--- config.mk ---
export PLATFORM = sky130hd
export DESIGN_NAME = vga_timing_gen_flat
export DESIGN_NICKNAME = d
export VERILOG_FILES = /design/src/rtl/vga_timing_pkg.sv /design/src/rtl/vga_timing_if.sv /design/src/rtl/vga_axis_counter.sv /design/src/rtl/vga_timing_gen.sv /design/src/flat_wrapper.sv
export SDC_FILE = /design/constraint.sdc
export NUM_CORES = 1
export LEC_CHECK = 0
export BUFFER_PORTS_ARGS = -buffer_cell sky130_fd_sc_hd__buf_2
export CAP_MARGIN = 10
export CORE_ASPECT_RATIO = 2
export CORE_MARGIN = 8
export CORE_UTILIZATION = 45
export CTS_CLUSTER_DIAMETER = 150
export CTS_CLUSTER_SIZE = 8
export DETAILED_ROUTE_END_ITERATION = 10
export PLACE_DENSITY = 0.65
export SLEW_MARGIN = 20
export SYNTH_ARGS = -nofsm -noshare
export SYNTH_HDL_FRONTEND = slang
export SYNTH_SLANG_ARGS = --single-unit
--- constraint.sdc ---
create_clock -name clk50 -period 2 [get_ports clk50]
set_input_delay 0 -clock clk50 [delete_from_list [all_inputs] [get_ports clk50]]
set_output_delay 0 -clock clk50 [all_outputs]
set_load 0.01 [all_outputs]
--- src/rtl/vga_timing_pkg.sv ---
// Shared raster timing constants and helpers for the VGA timing generator.
// Mode constants are per-axis {active, front porch, sync, back porch}.
package vga_timing_pkg;

  localparam int CW_DEFAULT = 11;

  typedef struct packed {
    int active;
    int front;
    int sync;
    int back;
  } axis_timing_t;

  // 800x600@72 runs at one pixel per 50 MHz clock.
  localparam axis_timing_t SVGA72_H = '{active: 800, front: 56, sync: 120, back: 64};
  localparam axis_timing_t SVGA72_V = '{active: 600, front: 37, sync: 6, back: 23};

  // 640x480@60 is intended for pix_en toggling at half rate.
  localparam axis_timing_t VGA60_H = '{active: 640, front: 16, sync: 96, back: 48};
  localparam axis_timing_t VGA60_V = '{active: 480, front: 10, sync: 2, back: 33};

  function automatic int axis_total(input int active, input int front,
                                    input int sync, input int back);
    return active + front + sync + back;
  endfunction

endpackage

--- src/rtl/vga_timing_if.sv ---
// Raster timing bundle between the generator (master) and the colour/pin stages (slave).
// pix_en qualifies each counter step; every output reloads on every clk50 edge, with no backpressure.
interface vga_timing_if import vga_timing_pkg::*; #(
  parameter int CW = CW_DEFAULT
);
  logic          pix_en;
  logic          hsync_out;
  logic          vsync_out;
  logic          blank_out;
  logic          active_out;
  logic [CW-1:0] x_out;
  logic [CW-1:0] y_out;
  logic          line_start;
  logic          frame_start;

  modport master (
    input  pix_en,
    output hsync_out, vsync_out, blank_out, active_out,
    output x_out, y_out, line_start, frame_start
  );

  modport slave (
    output pix_en,
    input  hsync_out, vsync_out, blank_out, active_out,
    input  x_out, y_out, line_start, frame_start
  );
endinterface

--- src/rtl/vga_axis_counter.sv ---
// One raster axis: a 0..TOTAL-1 position counter with active and sync region decode.
// wrap flags the terminal count so a following axis can step on it.
module vga_axis_counter import vga_timing_pkg::*; #(
  parameter int ACTIVE = 800,
  parameter int FRONT  = 56,
  parameter int SYNC   = 120,
  parameter int BACK   = 64,
  parameter bit POL    = 1'b1,
  parameter int CW     = CW_DEFAULT
) (
  input  logic          clk50,
  input  logic          reset,
  input  logic          step_en,
  output logic [CW-1:0] count,
  output logic          wrap,
  output logic          is_active,
  output logic          is_sync
);

  localparam int TOTAL      = axis_total(ACTIVE, FRONT, SYNC, BACK);
  localparam int SYNC_START = ACTIVE + FRONT;
  localparam int SYNC_END   = SYNC_START + SYNC;

  localparam logic [CW-1:0] LAST_C       = CW'(TOTAL - 1);
  localparam logic [CW-1:0] ACTIVE_C     = CW'(ACTIVE);
  localparam logic [CW-1:0] SYNC_START_C = CW'(SYNC_START);
  localparam logic [CW-1:0] SYNC_END_C   = CW'(SYNC_END);

  generate
    if (FRONT < 1 || SYNC < 1 || BACK < 1 || TOTAL > (1 << CW)) begin : g_bad_timing
      $error("vga_axis_counter: zero porch/sync or total %0d exceeds %0d bits (POL=%0d)",
             TOTAL, CW, POL);
    end
  endgenerate

  assign wrap      = (count == LAST_C);
  assign is_active = (count < ACTIVE_C);
  assign is_sync   = (count >= SYNC_START_C) && (count < SYNC_END_C);

  // Terminal count goes straight back to 0, so there is no extra state past TOTAL-1.
  always_ff @(posedge clk50) begin
    if (reset) begin
      count <= '0;
    end else if (step_en) begin
      count <= wrap ? '0 : count + CW'(1);
    end
  end

endmodule

--- src/rtl/vga_timing_gen.sv ---
// Parametrised raster timing generator: two axis counters plus a registered output stage.
// Outputs describe the counter position one clk50 earlier.
module vga_timing_gen import vga_timing_pkg::*; #(
  parameter int H_ACTIVE = SVGA72_H.active,
  parameter int H_FRONT  = SVGA72_H.front,
  parameter int H_SYNC   = SVGA72_H.sync,
  parameter int H_BACK   = SVGA72_H.back,
  parameter int V_ACTIVE = SVGA72_V.active,
  parameter int V_FRONT  = SVGA72_V.front,
  parameter int V_SYNC   = SVGA72_V.sync,
  parameter int V_BACK   = SVGA72_V.back,
  parameter bit H_POL    = 1'b1,
  parameter bit V_POL    = 1'b1,
  parameter int CW       = CW_DEFAULT
) (
  input  logic         clk50,
  input  logic         reset,
  vga_timing_if.master vga
);

  logic [CW-1:0] h_count;
  logic [CW-1:0] v_count;
  logic          h_wrap;
  logic          h_active;
  logic          h_sync;
  logic          v_wrap_unused;
  logic          v_active;
  logic          v_sync;
  logic          v_step;
  logic          in_view;
  logic          at_line_start;
  logic          at_frame_start;

  assign v_step = vga.pix_en & h_wrap;

  vga_axis_counter #(
    .ACTIVE(H_ACTIVE), .FRONT(H_FRONT), .SYNC(H_SYNC), .BACK(H_BACK),
    .POL(H_POL), .CW(CW)
  ) u_h (
    .clk50(clk50), .reset(reset), .step_en(vga.pix_en),
    .count(h_count), .wrap(h_wrap), .is_active(h_active), .is_sync(h_sync)
  );

  vga_axis_counter #(
    .ACTIVE(V_ACTIVE), .FRONT(V_FRONT), .SYNC(V_SYNC), .BACK(V_BACK),
    .POL(V_POL), .CW(CW)
  ) u_v (
    .clk50(clk50), .reset(reset), .step_en(v_step),
    .count(v_count), .wrap(v_wrap_unused), .is_active(v_active), .is_sync(v_sync)
  );

  assign in_view        = h_active & v_active;
  assign at_line_start  = vga.pix_en & (h_count == '0);
  assign at_frame_start = at_line_start & (v_count == '0);

  // Strobes stay one clk wide: h always leaves 0 on the same edge pix_en qualifies it.
  always_ff @(posedge clk50) begin
    if (reset) begin
      vga.hsync_out   <= ~H_POL;
      vga.vsync_out   <= ~V_POL;
      vga.blank_out   <= 1'b1;
      vga.active_out  <= 1'b0;
      vga.x_out       <= '0;
      vga.y_out       <= '0;
      vga.line_start  <= 1'b0;
      vga.frame_start <= 1'b0;
    end else begin
      vga.hsync_out   <= h_sync ? H_POL : ~H_POL;
      vga.vsync_out   <= v_sync ? V_POL : ~V_POL;
      vga.blank_out   <= ~in_view;
      vga.active_out  <= in_view;
      vga.x_out       <= in_view ? h_count : '0;
      vga.y_out       <= in_view ? v_count : '0;
      vga.line_start  <= at_line_start;
      vga.frame_start <= at_frame_start;
    end
  end

endmodule

--- src/flat_wrapper.sv ---
// flat-port wrapper written by rule: the top's interface ports become plain ports
module vga_timing_gen_flat import vga_timing_pkg::*;
#(
  parameter int H_ACTIVE = SVGA72_H.active,
  parameter int H_FRONT  = SVGA72_H.front,
  parameter int H_SYNC   = SVGA72_H.sync,
  parameter int H_BACK   = SVGA72_H.back,
  parameter int V_ACTIVE = SVGA72_V.active,
  parameter int V_FRONT  = SVGA72_V.front,
  parameter int V_SYNC   = SVGA72_V.sync,
  parameter int V_BACK   = SVGA72_V.back,
  parameter bit H_POL    = 1'b1,
  parameter bit V_POL    = 1'b1,
  parameter int CW       = CW_DEFAULT
)
  (clk50, reset, vga_pix_en, vga_hsync_out, vga_vsync_out, vga_blank_out, vga_active_out, vga_x_out, vga_y_out, vga_line_start, vga_frame_start);
  vga_timing_if #(.CW(CW)) vga_i ();
  input  logic clk50;
  input  logic reset;
  input wire logic [$bits(vga_i.pix_en)-1:0] vga_pix_en;
  output wire logic [$bits(vga_i.hsync_out)-1:0] vga_hsync_out;
  output wire logic [$bits(vga_i.vsync_out)-1:0] vga_vsync_out;
  output wire logic [$bits(vga_i.blank_out)-1:0] vga_blank_out;
  output wire logic [$bits(vga_i.active_out)-1:0] vga_active_out;
  output wire logic [$bits(vga_i.x_out)-1:0] vga_x_out;
  output wire logic [$bits(vga_i.y_out)-1:0] vga_y_out;
  output wire logic [$bits(vga_i.line_start)-1:0] vga_line_start;
  output wire logic [$bits(vga_i.frame_start)-1:0] vga_frame_start;
  assign vga_i.pix_en = vga_pix_en;
  assign vga_hsync_out = vga_i.hsync_out;
  assign vga_vsync_out = vga_i.vsync_out;
  assign vga_blank_out = vga_i.blank_out;
  assign vga_active_out = vga_i.active_out;
  assign vga_x_out = vga_i.x_out;
  assign vga_y_out = vga_i.y_out;
  assign vga_line_start = vga_i.line_start;
  assign vga_frame_start = vga_i.frame_start;
  vga_timing_gen #(.H_ACTIVE(H_ACTIVE), .H_FRONT(H_FRONT), .H_SYNC(H_SYNC), .H_BACK(H_BACK), .V_ACTIVE(V_ACTIVE), .V_FRONT(V_FRONT), .V_SYNC(V_SYNC), .V_BACK(V_BACK), .H_POL(H_POL), .V_POL(V_POL), .CW(CW)) u_core (.clk50(clk50), .reset(reset), .vga(vga_i));
endmodule
# Word level (Yosys, flattened, before mapping)

Index checks and enable logic that the tools add are counted.

Add/sub/neg operators: 2
$mul: 0
Divide/modulo/power cells: 0
Magnitude comparators: 6
Eq/ne operators: 2
Shifts and indexed selects: 0
Mux-type cells: 4
Bitwise operators: 5
Reductions and logical operators: 5

Operators with widths:

| cell                    | count |
|---|---|
| $lt A11 B10 Y1 const B  | 4 |
| $add A11 B1 Y11 const B | 2 |
| $ge A11 B10 Y1 const B  | 2 |
| $logic_not A11 Y1       | 2 |
| $mux W11                | 2 |
| $eq A11 B10 Y1 const B  | 1 |
| $eq A11 B11 Y1 const B  | 1 |
| $and A1 B1 Y1           | 4 |
| $logic_and A1 B1 Y1     | 2 |
| $mux W1                 | 2 |
| $reduce_or A2 Y1        | 1 |
| $not A1 Y1              | 1 |

Register bits after elaboration: 50
Bits in latches: 0
Memory bits (writable): 0
Bits in read-only memories: 0
Input bits: 3
Output and inout port bits: 28
Word-level logic and storage cells: 34
Memories kept: 0

# Longest topological paths before layout

Depth in word-level cells: 4
Gate-level depth with buffers: 8
Depth with buffers taken out: 6

# Hierarchy

A second synthesis with hierarchy kept.

Cell total of the unflattened synthesis: 208
Area, all modules: 2020.7 µm²

By module, submodules not included:

| module                         | instances | cells an instance | area an instance (µm²) | seq. area each (µm²) |
|---|---|---|---|---|
| vga_timing_gen                 | 1         | 67                | 799.5                  | 560.5 |
| vga_axis_counter at u_core.u_v | 1         | 69                | 614.3                  | 220.2 |
| vga_axis_counter at u_core.u_h | 1         | 72                | 606.8                  | 220.2 |

# Least setup slack after synthesis

OpenSTA, ideal clock, no wires.

Path kind: register -> register
Start point: register u_core.u_v.count[5]
End point: register u_core.u_v.count[4]
Library setup time: 0.124 ns
Arrival: 1.623 ns
Data required time: 1.876 ns
Setup slack: 0.253 ns
Stages on the path, launching flop included: 7
Buffers on the path: 2
Clock period less this slack: 1.747 ns
Cells stage by stage: dfxtp_1 or3_4 or4_4 buf_6 buf_8 a21oi_1 o32ai_1

Longest elaborated chain between the ends: 2

Ends and longest elaborated chain:

| element                  | RTL line               | source |
|---|---|---|
| start: declaration       | vga_axis_counter.sv:14 | `output logic [CW-1:0] count,` |
| start signal: assignment | vga_axis_counter.sv:45 | `count <= wrap ? '0 : count + CW'(1);` |
| $eq A11 B10 Y1           | vga_axis_counter.sv:36 | `assign wrap = (count == LAST_C);` |
| $mux W11                 | vga_axis_counter.sv:45 |  |

Every way passes these cells.
A chain may end at the register's enable or synchronous reset.

# Worst setup path in the final report

Start point: register u_core.u_h.count[4]
End point: register u_core.u_v.count[3]

Longest elaborated chain between the ends: 2

Ends and longest elaborated chain:

| element                  | RTL line               | source |
|---|---|---|
| start: declaration       | vga_axis_counter.sv:14 |  |
| start signal: assignment | vga_axis_counter.sv:45 |  |
| $eq A11 B11 Y1           | vga_axis_counter.sv:36 |  |
| $and A1 B1 Y1            | vga_timing_gen.sv:34   | `assign v_step = vga.pix_en & h_wrap;` |

Every way passes these cells.

==> results.md <==
- Via count: ~1700
- Synth top area share: about 48%
- Clock buffer depth: 2
- Commonest non-fill, non-tap cells in the layout: dfxtp_1, buf_2, and2_1
- Yosys reg bits: 50
- Dpl hpwl: 3730 µm
- Final period util: roughly nine tenths
- Worst-margin pin slew: between 0.6 and 0.7 ns
- Post-Layout Inst Area: between 0.002 and 0.0025 mm²
- WHS: ~0.063 ns
- Share of post-route cells with drive strength above 1: around a quarter
- Setup TNS: 0 ns
- Hold path depth: 3
- Total power draw: roughly 1.7 mW
- Hold Path Sink: u_core.u_h.count[0]
- Clock skew: slightly below 0.01 ns
- Pre-CTS setup slack: between 0.2 and 0.3 ns
- Final Util: between 50% and 60%
- Number of enable flip-flop cells after synthesis: 0
- Crit path launch type: flop
- Post-synthesis mux area share: 0.477%
- First DRT Iteration DRCs: 38
- # rows: 35
- Die ar.: just over 0.007 mm²
- GRT Util Overall: roughly 14%
- RSZ-0062 raised after global routing: no
- YS warnings: 0
- Die span in y: about 110 µm
- Layout Cells excl Fill: between 300 and 400
- Root Driver: clkbuf_8
- Pre-antenna DRT Iters: 4
- Gr ovfl total: 0
- Max VDD drop: 486 µV
- Largest family of logic cells by synthesized area: simple AND/OR/NAND/NOR gates
- Adder-cell share of the synthesized area: 2.98%
- Worst EP arrival: between 1.5 and 2 ns
- Maximum fanout along the worst path: 7
- Compound-cell area share of the yosys netlist: a little under a tenth
- Area of placed instances: 0.00234 mm²
- # clock sinks: 50
- Power density cells: around 700 mW/mm²
- Core outline area: ~0.0046 mm²
- Max_slew headroom: between 50% and 60%
- Max stage delay on crit path: 0.51 ns
- Seq/Total Area, Yosys: 47.7%
- IO Pins: 31
- Status: complete, no violations
- Worst hold-check path type: in -> reg
- Die width: 64.3 µm
- Total routed wirelength: 4970 µm
- RR Endpoint: u_core.u_v.count[3]
- Worst R2R Path Depth: 5
- Count of cell types in the netlist: 47
- First-pass GRT wire length: about 8100 µm
- CTS tree: done
- CP top delay family: simple AND/OR/NAND/NOR gates
- Mapped Area: about 0.0021 mm²
- Vias per inst: approximately 5.4
- Worst EP required: roughly 2.2 ns
- Post-CTS Setup Inserts: 0
- Placed insts: approximately 300
- Residual DRC count: 0
- IO buf count: 30
- Synthesized area per cell: about 9.6 µm²
- Tmin final: around 1.8 ns
- Crit-path slowest cell: nor4b_1
- CP Cell Sequence: nor4b_1, and3_1, buf_4, a31oi_1, a311oi_1
- RD Place Congestion: around 0.85
- Xor/xnor share of the synthesized area: about 3.8%
- Worst path bufs/invs: 1
- Nets: 268
- Clk slew on worst S/H paths: around 0.09 ns
- Final Hold Fails: 0
- Final WS setup: approximately 0.24 ns
- Final setup fails: 0
- Initial Utilization: approximately 46%
- Simple-Gate Fraction of Synth Area: roughly 29%
- Yosys top cell by area: dfxtp_1
- Antenna cells: 0
- Fin. max-slew vios: 0
- Critical path endpoint category: flop
- LEAKAGE: 1.02 nW
- Max cap viols: 0
- Hold_sp: vga_pix_en
- Routed len/inst: around 16 µm
- Cts bufs inserted: 5
- Max Freq: 567 MHz
- Number of global-route vias before repair: around 1600
- Largest net degree at the start of global routing: 23
- Syn Inst Count: ~220
- FF-to-FF setup slack: roughly 0.24 ns
- H-tree depth: 2
- Reg-to-reg startpoint: u_core.u_h.count[4]
- Asr flop ratio synth: 0%
- Commonest non-fill, non-tap cell in the layout: dfxtp_1
- CTS resizes: 0
- Cts hold-fix bufs: 0
- CP Class: reg -> reg
- Worst-Skew Late Latency: 0.30 ns
- Synth area leaders: dfxtp_1, and2_1, xor2_1
- Area growth syn-to-layout: 15.7%
- Initial antenna violation count: 0
- Most used DFF post-synth: dfxtp_1
- ANT nets after route: 0
## cell type report
type                       count  area (µm²)
clock buffer                   7        86.3
multi-input combinational    148         958
sequential                    50        1000
fill                         461        2130
clock inverter                 1        5.00
inverter                       8        30.0
timing repair buffer          47         278
tap                           55        68.8
## cells in the mapped netlist (2+ instances only)
cell / instances
dfxtp_1: 50
and2_1: 20
nor2_1: 13
a21oi_1: 12
nand3_1: 10
nand2_1: 9
inv_1: 8
nand4_1: 8
xor2_1: 8
and3_1: 6
nor3_1: 6
ha_1: 5
nand2b_1: 5
o32ai_1: 5
and4_1: 4
buf_2: 4
buf_6: 4
nor4_1: 4
a31oi_1: 3
clkbuf_1: 3
a311oi_1: 2
nor4b_1: 2
o21ai_0: 2
o31ai_1: 2
or3_2: 2
## cells by family after synthesis
family,after synthesis
adder cells (fa/ha/maj),5
multiplexers,1
AO/OA/AOI/OAI,30
AND/OR/NAND/NOR,101
XOR/XNOR,9
other,1
buffers and inverters,22
flip-flops,50
## flip-flops by register name, indices dropped and copies added (netlist names)
register and flops:
u_core.vga.hsync_out 1, u_core.vga.x_out 11, u_core.vga.blank_out 1, u_core.vga.frame_start 1
u_core.u_v.count 11, u_core.u_h.count 11, u_core.vga.active_out 1, u_core.vga.vsync_out 1
u_core.vga.line_start 1, u_core.vga.y_out 11
## power by group
part	leakage [nW]	switching, mW	internal, mW
Combinational	0.568	0.0444	0.0306
Clock	0.0482	0.314	0.280
Sequential	0.405	0.00475	1.01
## metal layers
layer  vias to the layer above  global-route usage [%]  wire length (µm)
met1                       800                    12.9              1760
li1                        853                       -                 -
met2                        35                    28.0              2980
met4                         0                    6.30               109
met5                         -                       0                 0
met3                         8                    2.09               119
## worst max path at each step
stage                        startpoint                   to  cells after the start
floorplan           u_core.u_v.count[5]  u_core.u_v.count[4]                      6
finish              u_core.u_h.count[4]  u_core.u_v.count[3]                      5
detailed placement  u_core.u_v.count[2]  u_core.u_v.count[9]                      4
global placement    u_core.u_v.count[2]  u_core.u_v.count[8]                      4
CTS                 u_core.u_h.count[4]  u_core.u_v.count[3]                      5
global route        u_core.u_h.count[4]  u_core.u_v.count[3]                      5
## tightest hold or removal path, delay by kind of cell
family,cells,cell delay (ns)
simple gates,1,0.07
xor+xnor,1,0.08
buf+inv,1,0.17
Power figures use the tool's default switching activity.
